===== config.mk =====
export PLATFORM = sky130hd
export DESIGN_NAME = lsu_seq
export DESIGN_NICKNAME = d
export VERILOG_FILES = /design/src/rtl/lsu_seq.sv
export SDC_FILE = /design/constraint.sdc
export NUM_CORES = 1
export LEC_CHECK = 0
export ABC_CLOCK_PERIOD_IN_PS = 7000
export CORE_ASPECT_RATIO = 0.6
export CORE_UTILIZATION = 54
export CTS_CLUSTER_SIZE = 40
export DETAILED_ROUTE_END_ITERATION = 8
export GPL_TIMING_DRIVEN = 0
export PLACE_DENSITY = 0.95
export SLEW_MARGIN = 20
export SYNTH_ARGS = -nofsm -noshare
export SYNTH_HDL_FRONTEND = slang
export SYNTH_SLANG_ARGS = --single-unit
export TNS_END_PERCENT = 20

===== constraint.sdc =====
create_clock -name clk -period 7 [get_ports clk]
set_clock_uncertainty 0.2 [all_clocks]
set_input_delay 1.4 -clock clk [delete_from_list [all_inputs] [get_ports clk]]
set_output_delay 1.4 -clock clk [all_outputs]
set_load 0.005 [all_outputs]

===== src/rtl/lsu_seq.sv =====
// lsu_seq: sequential load/store unit for the Ranger memory stage.
// Registered request/response engine with byte-lane steering, alignment
// checking, DBus wait handling with a bounded timeout and precise
// exception reporting (RISC-V cause codes 4..7).
//
// Ports:
//   clk, rst_n            core clock, asynchronous active-low reset
//   req_valid/req_ready   execute-stage handshake (ready only in IDLE)
//   lsu_op                operation (lsu_op_t)
//   alu_result            byte address, or data for REG/CSRRW
//   alt_data              store data, or CSR read data
//   endianness            0 = little, 1 = big
//   dest_addr             destination GPR
//   wb_en/wb_addr/wb_data register-file write port (one-cycle pulse)
//   csr_wr_en/csr_wr_data CSR write port (one-cycle pulse)
//   dbus_*                data bus request/response
//   exc_valid/exc_cause/exc_addr  exception report (one-cycle pulse)

package lsu_seq_pkg;

  typedef enum logic [3:0] {
    OP_LB    = 4'd0,
    OP_LH    = 4'd1,
    OP_LW    = 4'd2,
    OP_LBU   = 4'd3,
    OP_LHU   = 4'd4,
    OP_SB    = 4'd5,
    OP_SH    = 4'd6,
    OP_SW    = 4'd7,
    OP_CSRR  = 4'd8,
    OP_CSRRW = 4'd9,
    OP_REG   = 4'd10,
    OP_NOP   = 4'd11
  } lsu_op_t;

endpackage

module lsu_seq
  import lsu_seq_pkg::*;
#(
  parameter int unsigned XLEN    = 32,
  parameter int unsigned TIMEOUT = 15
) (
  input  logic            clk,
  input  logic            rst_n,
  input  logic            req_valid,
  output logic            req_ready,
  input  lsu_op_t         lsu_op,
  input  logic [XLEN-1:0] alu_result,
  input  logic [XLEN-1:0] alt_data,
  input  logic            endianness,
  input  logic [4:0]      dest_addr,
  output logic            wb_en,
  output logic [4:0]      wb_addr,
  output logic [XLEN-1:0] wb_data,
  output logic            csr_wr_en,
  output logic [XLEN-1:0] csr_wr_data,
  output logic            dbus_rd_en,
  output logic            dbus_wr_en,
  output logic [XLEN-1:0] dbus_addr,
  output logic [XLEN-1:0] dbus_wr_data,
  output logic [3:0]      dbus_wr_strobe,
  input  logic [XLEN-1:0] dbus_rd_data,
  input  logic            dbus_wait,
  input  logic            dbus_err,
  output logic            exc_valid,
  output logic [3:0]      exc_cause,
  output logic [XLEN-1:0] exc_addr
);

  localparam int unsigned CNT_W = (TIMEOUT == 0) ? 1 : $clog2(TIMEOUT + 1);

  localparam logic [3:0] CAUSE_LD_MISALIGN = 4'd4;
  localparam logic [3:0] CAUSE_LD_FAULT    = 4'd5;
  localparam logic [3:0] CAUSE_ST_MISALIGN = 4'd6;
  localparam logic [3:0] CAUSE_ST_FAULT    = 4'd7;

  typedef enum logic {
    S_IDLE = 1'b0,
    S_BUS  = 1'b1
  } state_t;

  // ---------------------------------------------------------------------------
  // Helpers
  // ---------------------------------------------------------------------------

  // Access size: 0 = byte, 1 = halfword, 2 = word.
  function automatic logic [1:0] op_size(input lsu_op_t op);
    case (op)
      OP_LB, OP_LBU, OP_SB: op_size = 2'd0;
      OP_LH, OP_LHU, OP_SH: op_size = 2'd1;
      default:              op_size = 2'd2;
    endcase
  endfunction

  function automatic logic is_load(input lsu_op_t op);
    is_load = op inside {OP_LB, OP_LH, OP_LW, OP_LBU, OP_LHU};
  endfunction

  function automatic logic is_store(input lsu_op_t op);
    is_store = op inside {OP_SB, OP_SH, OP_SW};
  endfunction

  function automatic logic misaligned(input lsu_op_t op, input logic [1:0] off);
    case (op_size(op))
      2'd1:    misaligned = off[0];
      2'd2:    misaligned = (off != 2'b00);
      default: misaligned = 1'b0;
    endcase
  endfunction

  // Reverse byte order within the access size (big-endian lane order).
  function automatic logic [XLEN-1:0] lane_swap(input logic [XLEN-1:0] d,
                                                input logic [1:0]      size);
    case (size)
      2'd0:    lane_swap = d;
      2'd1:    lane_swap = {d[31:16], d[7:0], d[15:8]};
      default: lane_swap = {d[7:0], d[15:8], d[23:16], d[31:24]};
    endcase
  endfunction

  function automatic logic [XLEN-1:0] size_mask(input logic [1:0] size);
    case (size)
      2'd0:    size_mask = XLEN'(32'h0000_00FF);
      2'd1:    size_mask = XLEN'(32'h0000_FFFF);
      default: size_mask = XLEN'(32'hFFFF_FFFF);
    endcase
  endfunction

  function automatic logic [3:0] store_strobe(input lsu_op_t op, input logic [1:0] off);
    logic [3:0] base;
    case (op_size(op))
      2'd0:    base = 4'b0001;
      2'd1:    base = 4'b0011;
      default: base = 4'b1111;
    endcase
    store_strobe = base << off;
  endfunction

  // Store data: swap for big endian, keep only the accessed bytes, move to lane.
  function automatic logic [XLEN-1:0] store_lanes(input lsu_op_t         op,
                                                  input logic            be,
                                                  input logic [1:0]      off,
                                                  input logic [XLEN-1:0] d);
    logic [XLEN-1:0] ordered;
    ordered     = be ? lane_swap(d, op_size(op)) : d;
    store_lanes = (ordered & size_mask(op_size(op))) << {off, 3'b000};
  endfunction

  // Load data: move lane to bit 0, swap for big endian, then extend.
  function automatic logic [XLEN-1:0] load_extract(input lsu_op_t         op,
                                                   input logic            be,
                                                   input logic [1:0]      off,
                                                   input logic [XLEN-1:0] d);
    logic [XLEN-1:0] shifted;
    logic [XLEN-1:0] ordered;
    shifted = d >> {off, 3'b000};
    ordered = be ? lane_swap(shifted, op_size(op)) : shifted;
    case (op)
      OP_LB:   load_extract = {{24{ordered[7]}}, ordered[7:0]};
      OP_LBU:  load_extract = {24'd0, ordered[7:0]};
      OP_LH:   load_extract = {{16{ordered[15]}}, ordered[15:0]};
      OP_LHU:  load_extract = {16'd0, ordered[15:0]};
      default: load_extract = ordered;
    endcase
  endfunction

  // ---------------------------------------------------------------------------
  // State and datapath registers
  // ---------------------------------------------------------------------------

  state_t           state_q, state_d;
  lsu_op_t          op_q, op_d;
  logic [XLEN-1:0]  addr_q, addr_d;
  logic             endian_q, endian_d;
  logic [4:0]       dest_q, dest_d;
  logic [CNT_W-1:0] wait_cnt_q, wait_cnt_d;

  logic             req_ready_d;
  logic             wb_en_d;
  logic [4:0]       wb_addr_d;
  logic [XLEN-1:0]  wb_data_d;
  logic             csr_wr_en_d;
  logic [XLEN-1:0]  csr_wr_data_d;
  logic             dbus_rd_en_d;
  logic             dbus_wr_en_d;
  logic [XLEN-1:0]  dbus_addr_d;
  logic [XLEN-1:0]  dbus_wr_data_d;
  logic [3:0]       dbus_wr_strobe_d;
  logic             exc_valid_d;
  logic [3:0]       exc_cause_d;
  logic [XLEN-1:0]  exc_addr_d;

  logic             accept_c;
  logic             req_misaligned_c;
  logic             timeout_hit_c;
  logic [XLEN-1:0]  load_data_c;
  logic [3:0]       fault_cause_c;

  assign accept_c         = req_valid && req_ready;
  assign req_misaligned_c = misaligned(lsu_op, alu_result[1:0]);
  // The cycle whose wait would bring the counter to TIMEOUT ends the access.
  assign timeout_hit_c    = (TIMEOUT != 0) &&
                            ((32'(wait_cnt_q) + 32'd1) == 32'(TIMEOUT));
  assign load_data_c      = load_extract(op_q, endian_q, addr_q[1:0], dbus_rd_data);
  assign fault_cause_c    = is_load(op_q) ? CAUSE_LD_FAULT : CAUSE_ST_FAULT;

  // State register.
  always_ff @(posedge clk or negedge rst_n) begin
    if (!rst_n) begin
      state_q <= S_IDLE;
    end else begin
      state_q <= state_d;
    end
  end

  // Next-state logic.
  always_comb begin
    state_d = state_q;
    case (state_q)
      S_IDLE: begin
        if (accept_c && (is_load(lsu_op) || is_store(lsu_op)) && !req_misaligned_c) begin
          state_d = S_BUS;
        end
      end
      S_BUS: begin
        if (dbus_err || !dbus_wait || timeout_hit_c) begin
          state_d = S_IDLE;
        end
      end
      default: state_d = S_IDLE;
    endcase
  end

  // Output / datapath next values; pulses default low, everything else holds.
  always_comb begin
    op_d             = op_q;
    addr_d           = addr_q;
    endian_d         = endian_q;
    dest_d           = dest_q;
    wait_cnt_d       = wait_cnt_q;
    req_ready_d      = (state_d == S_IDLE);
    wb_en_d          = 1'b0;
    wb_addr_d        = wb_addr;
    wb_data_d        = wb_data;
    csr_wr_en_d      = 1'b0;
    csr_wr_data_d    = csr_wr_data;
    dbus_rd_en_d     = dbus_rd_en;
    dbus_wr_en_d     = dbus_wr_en;
    dbus_addr_d      = dbus_addr;
    dbus_wr_data_d   = dbus_wr_data;
    dbus_wr_strobe_d = dbus_wr_strobe;
    exc_valid_d      = 1'b0;
    exc_cause_d      = exc_cause;
    exc_addr_d       = exc_addr;

    case (state_q)
      S_IDLE: begin
        if (accept_c) begin
          op_d     = lsu_op;
          addr_d   = alu_result;
          endian_d = endianness;
          dest_d   = dest_addr;
          if (is_load(lsu_op) || is_store(lsu_op)) begin
            if (req_misaligned_c) begin
              exc_valid_d = 1'b1;
              exc_cause_d = is_load(lsu_op) ? CAUSE_LD_MISALIGN : CAUSE_ST_MISALIGN;
              exc_addr_d  = alu_result;
            end else begin
              wait_cnt_d   = '0;
              dbus_rd_en_d = is_load(lsu_op);
              dbus_wr_en_d = is_store(lsu_op);
              dbus_addr_d  = {alu_result[XLEN-1:2], 2'b00};
              if (is_store(lsu_op)) begin
                dbus_wr_data_d   = store_lanes(lsu_op, endianness, alu_result[1:0], alt_data);
                dbus_wr_strobe_d = store_strobe(lsu_op, alu_result[1:0]);
              end else begin
                dbus_wr_data_d   = '0;
                dbus_wr_strobe_d = 4'b0000;
              end
            end
          end else begin
            case (lsu_op)
              OP_REG: begin
                wb_en_d   = (dest_addr != 5'd0);
                wb_addr_d = dest_addr;
                wb_data_d = alu_result;
              end
              OP_CSRR: begin
                wb_en_d   = (dest_addr != 5'd0);
                wb_addr_d = dest_addr;
                wb_data_d = alt_data;
              end
              OP_CSRRW: begin
                wb_en_d       = (dest_addr != 5'd0);
                wb_addr_d     = dest_addr;
                wb_data_d     = alt_data;
                csr_wr_en_d   = 1'b1;
                csr_wr_data_d = alu_result;
              end
              default: ;
            endcase
          end
        end
      end

      S_BUS: begin
        if (dbus_err || !dbus_wait || timeout_hit_c) begin
          dbus_rd_en_d     = 1'b0;
          dbus_wr_en_d     = 1'b0;
          dbus_addr_d      = '0;
          dbus_wr_data_d   = '0;
          dbus_wr_strobe_d = 4'b0000;
        end
        if (dbus_err || (dbus_wait && timeout_hit_c)) begin
          exc_valid_d = 1'b1;
          exc_cause_d = fault_cause_c;
          exc_addr_d  = addr_q;
        end else if (!dbus_wait) begin
          if (is_load(op_q)) begin
            wb_en_d   = (dest_q != 5'd0);
            wb_addr_d = dest_q;
            wb_data_d = load_data_c;
          end
        end else begin
          wait_cnt_d = wait_cnt_q + CNT_W'(1);
        end
      end

      default: ;
    endcase
  end

  // Output and datapath registers; reset drops any access in flight.
  always_ff @(posedge clk or negedge rst_n) begin
    if (!rst_n) begin
      op_q           <= OP_NOP;
      addr_q         <= '0;
      endian_q       <= 1'b0;
      dest_q         <= 5'd0;
      wait_cnt_q     <= '0;
      req_ready      <= 1'b1;
      wb_en          <= 1'b0;
      wb_addr        <= 5'd0;
      wb_data        <= '0;
      csr_wr_en      <= 1'b0;
      csr_wr_data    <= '0;
      dbus_rd_en     <= 1'b0;
      dbus_wr_en     <= 1'b0;
      dbus_addr      <= '0;
      dbus_wr_data   <= '0;
      dbus_wr_strobe <= 4'b0000;
      exc_valid      <= 1'b0;
      exc_cause      <= 4'd0;
      exc_addr       <= '0;
    end else begin
      op_q           <= op_d;
      addr_q         <= addr_d;
      endian_q       <= endian_d;
      dest_q         <= dest_d;
      wait_cnt_q     <= wait_cnt_d;
      req_ready      <= req_ready_d;
      wb_en          <= wb_en_d;
      wb_addr        <= wb_addr_d;
      wb_data        <= wb_data_d;
      csr_wr_en      <= csr_wr_en_d;
      csr_wr_data    <= csr_wr_data_d;
      dbus_rd_en     <= dbus_rd_en_d;
      dbus_wr_en     <= dbus_wr_en_d;
      dbus_addr      <= dbus_addr_d;
      dbus_wr_data   <= dbus_wr_data_d;
      dbus_wr_strobe <= dbus_wr_strobe_d;
      exc_valid      <= exc_valid_d;
      exc_cause      <= exc_cause_d;
      exc_addr       <= exc_addr_d;
    end
  end

endmodule


==> results of run 1 <==
worst min-delay path, delay by kind of cell (launching register included):
kind          cells  cell delay (ns)
flops             1             0.34
simple gates      2             0.11
power by group:
part | switching, mW | internal (mW)
Sequential | 0.242 | 1.63
Clock | 0.515 | 0.635
Combinational | 0.828 | 0.887
sequential cells by signal, indices dropped and copies added (netlist names), 3 cells and up:
register,count
addr_q,32
op_q,4
exc_cause,3
csr_wr_data,32
dest_q,5
exc_addr,32
dbus_wr_strobe,4
wb_data,32
wb_addr,5
dbus_addr,30
dbus_wr_data,32
wait_cnt_q,4
layer usage:
layer	vias up	part of all wire
li1	4965	-
met1	5856	0.41
met2	960	0.41
met3	160	0.15
met4	4	0.033
met5	-	0.0013
stage by stage:
step	utilization	hold WS (ns)
2_1_floorplan	-	0.246
3_3_place_gp	0.705	0.246
3_5_place_dp	0.708	0.259
4_1_cts	0.740	0.280
5_1_grt	0.740	0.298
6_report	0.740	0.284
cells by family after synthesis:
group / share of synthesized area
other: 0.000320
DFF: 0.477
AOI/OAI and AO/OA: 0.196
xor gates and xnor gates: 0.00299
buffers and inverters: 0.0411
adders and majority gates: 0.00214
muxes: 0.125
and+or+nand+nor: 0.155
cell type report:
type | count | area, um2 | area share
clock inverter | 7 | 73.8 | 0.00472
tap | 279 | 349 | 0.0223
antenna | 3 | 7.51 | 0.000480
inverter | 6 | 22.5 | 0.00144
clock buffer | 29 | 596 | 0.0381
sequential | 223 | 5590 | 0.357
multi-input combinational | 888 | 5650 | 0.362
timing repair buffer | 285 | 2890 | 0.185
buffer | 98 | 459 | 0.0294
placed cells by master, fill, tap and decap left out, types with 5 or more instances in the layout:
master / n
a21oi_1: 28
a211oi_1: 27
clkbuf_16: 21
o31ai_1: 29
a22o_1: 40
and3_1: 11
a22oi_1: 8
nor2_1: 38
a21boi_0: 6
buf_2: 37
nor2b_1: 21
mux2_2: 50
o211ai_1: 17
o32ai_1: 7
clkdlybuf4s50_1: 282
clkbuf_1: 52
a221o_1: 17
nor3_1: 5
o21ai_0: 32
nand2_1: 319
mux2i_1: 53
buf_4: 6
o21ai_1: 57
o221a_2: 8
dfrtp_1: 219
o22ai_1: 8
o2bb2ai_1: 8
mux2_1: 33
worst paths after layout:
check | from | endpoint | depth (start not counted)
worst max-delay path | lsu_op[3] | dbus_wr_data[22]$_DFFE_PN0P_ | 8
worst min-delay path | addr_q[26]$_DFFE_PN0P_ | addr_q[26]$_DFFE_PN0P_ | 2
worst max register to register | wait_cnt_q[0]$_DFFE_PN0P_ | dbus_wr_data[31]$_DFFE_PN0P_ | 8
worst min register to register | addr_q[26]$_DFFE_PN0P_ | addr_q[26]$_DFFE_PN0P_ | 2
max in group asynchronous | rst_n | exc_addr[8]$_DFFE_PN0P_ | 2
min in group asynchronous | rst_n | wb_data[29]$_DFFE_PN0P_ | 1
==> results_tabular.tex, run 1 <==
\begin{tabular}{lr}
\hline
Metric & Value \\
\hline
\multicolumn{2}{l}{\textbf{Critical path}} \\
List of cells traversed by the critical path & clkdlybuf4s50\_1 -> buf\_4 -> nor3\_1 -> nor4\_2 -> o211ai\_2 -> o21ai\_1 -> a21oi\_1 -> a221o\_1 \\
Reg2reg setup slack & 3.72 ns \\
Type of the worst setup path & primary input to register \\
Cell with the largest stage delay on the worst path & o21ai\_1 \\
Required time of the critical path & 7.19 ns \\
Largest fanout of any net on the critical path & 10 \\
Kind of cell adding the most delay to the critical path & compound AO/OA/AOI/OAI gates \\
Critical Path Start Type & primary input \\
Worst path bufs/invs & 2 \\
Kind of end point of the critical path & register \\
Slowest Stage Delay on Critical Path & 0.80 ns \\
WP data arrival & 4.27 ns \\
\multicolumn{2}{l}{\textbf{Clocking}} \\
Buffers from clock root to sink, at most & 3 \\
Number of H-tree branching levels & 1 \\
Clock buffers created by TritonCTS & 21 \\
Clock Latency Late Sink & 0.52 ns \\
Total of hold buffers inserted after clock tree synthesis & 0 \\
Post-CTS clock slew at the launch and capture registers of the worst setup and hold paths & 0.07 ns \\
Resized cells post-CTS & 0 \\
TritonCTS clock tree & yes \\
Post-CTS setup repair buffer count & 0 \\
Clock root buffer & clkbuf\_16 \\
Num Clock Sinks & 223 \\
\multicolumn{2}{l}{\textbf{Die}} \\
Number of I/O pins & 290 \\
Floorplan die area & 22,300 um2 \\
Initial Util & 0.554 \\
Area of the core region & 21,100 um2 \\
Row count & 41 \\
Chip Height & 116 um \\
DIE WIDTH & 192 um \\
\multicolumn{2}{l}{\textbf{Detailed routing}} \\
Vias & 11.9k \\
Detail-routed via count per cell & 6.57 \\
Residual DRC & 0 \\
Number of routed nets with antenna violations & 0 \\
DRT Wirelength & 48,400 um \\
First-pass detailed-route iteration total & 6 \\
DRT iter0 DRCs & 1,649 \\
Average wire length per cell after detail routing & 26.6 um \\
\multicolumn{2}{l}{\textbf{Global routing}} \\
Initial antenna violation count & 5 \\
Overflow left after global routing & 0 \\
Global Route met1 Usage & 0.616 \\
Maximum number of pins on one net before global-route repair & 101 \\
Grt met2 use & 0.623 \\
Number of global-route vias before repair & 11.4k \\
Most congested layer reported by global routing & met2 \\
Global router's overall resource usage & 0.432 \\
Wire length of the first global-routing pass & 70,700 um \\
M3 GR Usage & 0.152 \\
\multicolumn{2}{l}{\textbf{Placement}} \\
Global placement routability congestion & 1.02 \\
Area after DPL & 15,000 um2 \\
Hpwl dp & 36,500 um \\
Post-placement worst setup slack & 2.56 ns \\
Cells after DPL & 1,779 \\
\# port buffers & 283 \\
\multicolumn{2}{l}{\textbf{Synth}} \\
Most common library cells after synthesis & nand2\_1 (319), dfrtp\_1 (219), o21ai\_1 (57) \\
Leading cell type by number of instances after synthesis & nand2\_1 \\
Main synth FF type & dfrtp\_1 \\
Share of the synthesized area in the top cell type & 0.468 \\
Average instance area after synthesis & 9.65 um2 \\
Synth Register Bits & 223 \\
Top post-synthesis cells by area & dfrtp\_1 (47\%), nand2\_1 (10\%), mux2\_2 (4.8\%) \\
Sequential share of the synthesized area & 0.477 \\
Instance count of the mapped netlist & 1,213 \\
Yosys cell types & 67 \\
Synthesized area & 11,700 um2 \\
Syn. warnings & 0 \\
Number of synthesized flops with an enable pin & 0 \\
Yosys top cell by area & dfrtp\_1 \\
Synth async-reset ratio & 1.00 \\
\multicolumn{2}{l}{\textbf{Hold path}} \\
Path type of the worst min-delay path & register to register \\
\multicolumn{2}{l}{\textbf{Power}} \\
Leakage & 6.84 nW \\
Total power divided by cell area & 303 nW/um2 \\
Worst IR Drop VDD & 0.226 mV \\
Design Power & 4.74 mW \\
\multicolumn{2}{l}{\textbf{STA}} \\
RSZ-0062 raised after global routing & no \\
Setup TNS & 0 ns \\
Highest achievable clock rate & 0.245 GHz \\
Final Hold Violating Endpoints & 0 \\
Transition time at the pin with the least slew margin & 1.02 ns \\
Relative slew slack & 0.317 \\
Smallest setup slack after layout & 2.92 ns \\
Post-route clock period utilization & 0.583 \\
Crit path time final & 4.08 ns \\
Final setup violation count & 0 \\
Max-slew violations & 0 \\
\multicolumn{2}{l}{\textbf{Finish}} \\
Non-Filler Instances & 1,818 \\
Post-Layout Inst Area & 15,600 um2 \\
Final net count & 1,636 \\
Layout cells sized above 1 & 0.106 \\
Number of fill cells & 1,381 \\
Syn-to-layout area delta & 33.6\% \\
\multicolumn{2}{l}{\textbf{Run status}} \\
Run status & complete, no violations \\
\multicolumn{2}{l}{\textbf{Run}} \\
Max-cap violation count & 0 \\
\hline
\end{tabular}
Note: power is estimated with default switching activity, not from simulation.
==> run 2, diff against run 1 <==
ABC_CLOCK_PERIOD_IN_PS = 3600   (was 7000)
CORE_UTILIZATION = 45   (was 54)
PLACE_DENSITY = 0.87   (was 0.95)
clock period = 3.6 ns   (was 7 ns; I/O delays follow)
==> run 2 against run 1 <==
- first-iteration DRC count decreased by 24%
- critical path type is now register to register
- largest power group unchanged
- sequential cell count unchanged
- largest cell class unchanged
- worst hold slack worse by 0.010 ns
==> results_tabular.tex, run 2 (synthesis gave the netlist of run 1 again) <==
\begin{tabular}{lr}
\hline
Metric & Value \\
\hline
\multicolumn{2}{l}{\textbf{Detailed routing}} \\
Vias & 11.4k (-4.8\%) \\
Detail-routed via count per cell & 6.00 (-8.6\%) \\
Average wire length per cell after detail routing & 24.5 um (-7.9\%) \\
DRT Wirelength & 46,400 um (-4.1\%) \\
Number of routed nets with antenna violations & 0 (unchanged) \\
DRT iter0 DRCs & 1,253 (-24\%) \\
First-pass detailed-route iteration total & 6 (unchanged) \\
Residual DRC & 0 (unchanged) \\
\multicolumn{2}{l}{\textbf{Run status}} \\
Run status & complete, no violations \\
\multicolumn{2}{l}{\textbf{Placement}} \\
Cells after DPL & 1,852 (+4.1\%) \\
Area after DPL & 15,000 um2 (+0.57\%) \\
\# port buffers & 283 (unchanged) \\
Global placement routability congestion & 0.986 (-3.6\%) \\
Hpwl dp & 36,200 um (-0.72\%) \\
\multicolumn{2}{l}{\textbf{Critical path}} \\
Largest fanout of any net on the critical path & 10 (unchanged) \\
R2r startpoint & wait\_cnt\_q[0]\$\_DFFE\_PN0P\_ \\
Critical Path Start Type & register \\
First element of the critical path & wait\_cnt\_q[0]\$\_DFFE\_PN0P\_ \\
WP data arrival & 3.62 ns (-0.65 ns) \\
Type of the worst setup path & register to register \\
Required time of the critical path & 3.84 ns (-3.35 ns) \\
Kind of end point of the critical path & register \\
\multicolumn{2}{l}{\textbf{Clocking}} \\
Number of H-tree branching levels & 1 (unchanged) \\
Clock root buffer & clkbuf\_16 \\
Num Clock Sinks & 223 (unchanged) \\
Clock buffers created by TritonCTS & 21 (unchanged) \\
TritonCTS clock tree & yes \\
Post-CTS clock slew at the launch and capture registers of the worst setup and hold paths & 0.07 ns (about the same) \\
Buffers from clock root to sink, at most & 3 (unchanged) \\
Clock Latency Late Sink & 0.53 ns (about the same) \\
\multicolumn{2}{l}{\textbf{Finish}} \\
Layout cells sized above 1 & 0.107 (+0.000443) \\
Non-Filler Instances & 1,893 (+4.1\%) \\
Most common library cell in the layout ignoring fill and taps & nand2\_1 \\
Number of fill cells & 2,038 (+48\%) \\
Most frequent cells in the layout & nand2\_1 (319), clkdlybuf4s50\_1 (282), dfrtp\_1 (219) \\
Post-Layout Inst Area & 15,800 um2 (+0.94\%) \\
Syn-to-layout area delta & 34.9\% \\
Final net count & 1,637 (+0.061\%) \\
\multicolumn{2}{l}{\textbf{STA}} \\
Crit path time final & 3.38 ns \\
RSZ-0062 raised after global routing & no \\
Final setup violation count & 0 (unchanged) \\
Highest achievable clock rate & 0.296 GHz \\
Post-route clock period utilization & 0.940 \\
Relative slew slack & 0.267 (-0.0503) \\
Final Hold Violating Endpoints & 0 (unchanged) \\
Transition time at the pin with the least slew margin & 1.10 ns (+0.0704 ns) \\
Max-slew violations & 0 (unchanged) \\
\multicolumn{2}{l}{\textbf{Global routing}} \\
Overflow left after global routing & 0 (unchanged) \\
Initial antenna violation count & 3 (-2) \\
Global router's overall resource usage & 0.348 (-0.0845) \\
Wire length of the first global-routing pass & 69,400 um (-1.8\%) \\
Number of global-route vias before repair & 11.1k (-2.4\%) \\
Maximum number of pins on one net before global-route repair & 92 (-8.9\%) \\
\multicolumn{2}{l}{\textbf{Die}} \\
Area of the core region & 25,400 um2 (+20\%) \\
Initial Util & 0.461 (-0.0929) \\
DIE WIDTH & 210 um (+9.4\%) \\
Row count & 45 (+9.8\%) \\
Floorplan die area & 26,700 um2 (+20\%) \\
Chip Height & 127 um (+9.4\%) \\
Number of I/O pins & 290 (unchanged) \\
\multicolumn{2}{l}{\textbf{Power}} \\
Total power divided by cell area & 585 nW/um2 (+93\%) \\
Leakage & 6.86 nW (+0.40\%) \\
Worst IR Drop VDD & 0.433 mV (+91\%) \\
\multicolumn{2}{l}{\textbf{Hold path}} \\
Worst hold start & dbus\_wr\_strobe[1]\$\_DFFE\_PN0P\_ \\
Path type of the worst min-delay path & register to register \\
\multicolumn{2}{l}{\textbf{Run}} \\
Max-cap violation count & 0 (unchanged) \\
\hline
\end{tabular}
[run 2: cell types whose count changed in the layout (fill, tap and decap cells not counted)]
cell           previous run  this run
bufinv_16                 1         3
a211oi_1                 27        26
a211oi_2                  0         1
a31oi_1                   1         2
a31oi_2                   1         0
clkbuf_1                 52        53
clkbuf_8                  4         3
clkinv_4                  2         1
diode_2                   3         2
dlygate4sd3_1             0         1
inv_6                     1         2
[run 2: layer usage]
layer / vias up / routed length, um / global-route usage
li1: 4967 / - / -
met1: 5629 / 20300 / 0.509
met2: 692 / 19400 / 0.503
met3: 74 / 5840 / 0.110
met4: 4 / 809 / 0.0666
met5: - / 26 / 0
[run 2: final cells by class]
cell class              count  area, um2  area share
diodes                      2       5.00    0.000317
well taps                 352        440      0.0279
inverters                   6       22.5     0.00143
clock inverters             9        134     0.00848
repair buffers            286       2900       0.184
plain buffers              98        459      0.0291
multi-input cells         888       5650       0.358
clock buffers              29        586      0.0371
flip-flops and latches    223       5590       0.354
[run 2: what timing repair did]
action                     4_1_cts  5_1_grt
setup buffers                    0        0
setup endpoints to repair        0        1
hold endpoints to repair        58        0
gates resized for setup          0        1
hold buffers                     1        0
[run 2: final timing paths]
path | end | slack [ns] | depth (start not counted)
max | dbus_wr_data[25]$_DFFE_PN0P_ | 0.22 | 8
min | dbus_wr_strobe[1]$_DFFE_PN0P_ | 0.27 | 2
max reg2reg | dbus_wr_data[25]$_DFFE_PN0P_ | 0.22 | 8
min reg2reg | dbus_wr_strobe[1]$_DFFE_PN0P_ | 0.27 | 2
max in group asynchronous | req_ready$_DFF_PN1_ | 1.81 | 3
min in group asynchronous | csr_wr_data[26]$_DFFE_PN0P_ | 0.55 | 2
[run 2: critical path, cell delays in order, from the launching register on]
cell,delay [ns]
dfrtp_1,0.46
ha_1,0.26
nor2b_1,0.19
a21oi_1,0.11
o21ai_1,0.51
o211ai_2,0.31
buf_2,0.29
nor2_1,0.67
a221o_1,0.27
[run 2: power breakdown]
group          switching [mW]  leakage [nW]  internal [mW]
clock                    1.01         0.350           1.37
sequential              0.419          2.80           3.16
combinational            1.55          3.71           1.73
[run 2: metrics by stage]
stage / TNS [ns] / power (mW) / worst slack [ns] / hold WS, ns / util
final: 0 / 9.23 / 0.218 / 0.274 / 0.622
after global routing: 0 / 9.64 / 0.0593 / 0.306 / 0.622
after CTS: 0 / 9.20 / 0.297 / 0.279 / 0.621
after detailed placement: -3.63 / 6.82 / -0.229 / 0.263 / 0.593
after global placement: -1683.01 / 6.73 / -7.63 / 0.247 / 0.590
after floorplan: 0 / 4.84 / 0.902 / 0.224 / -
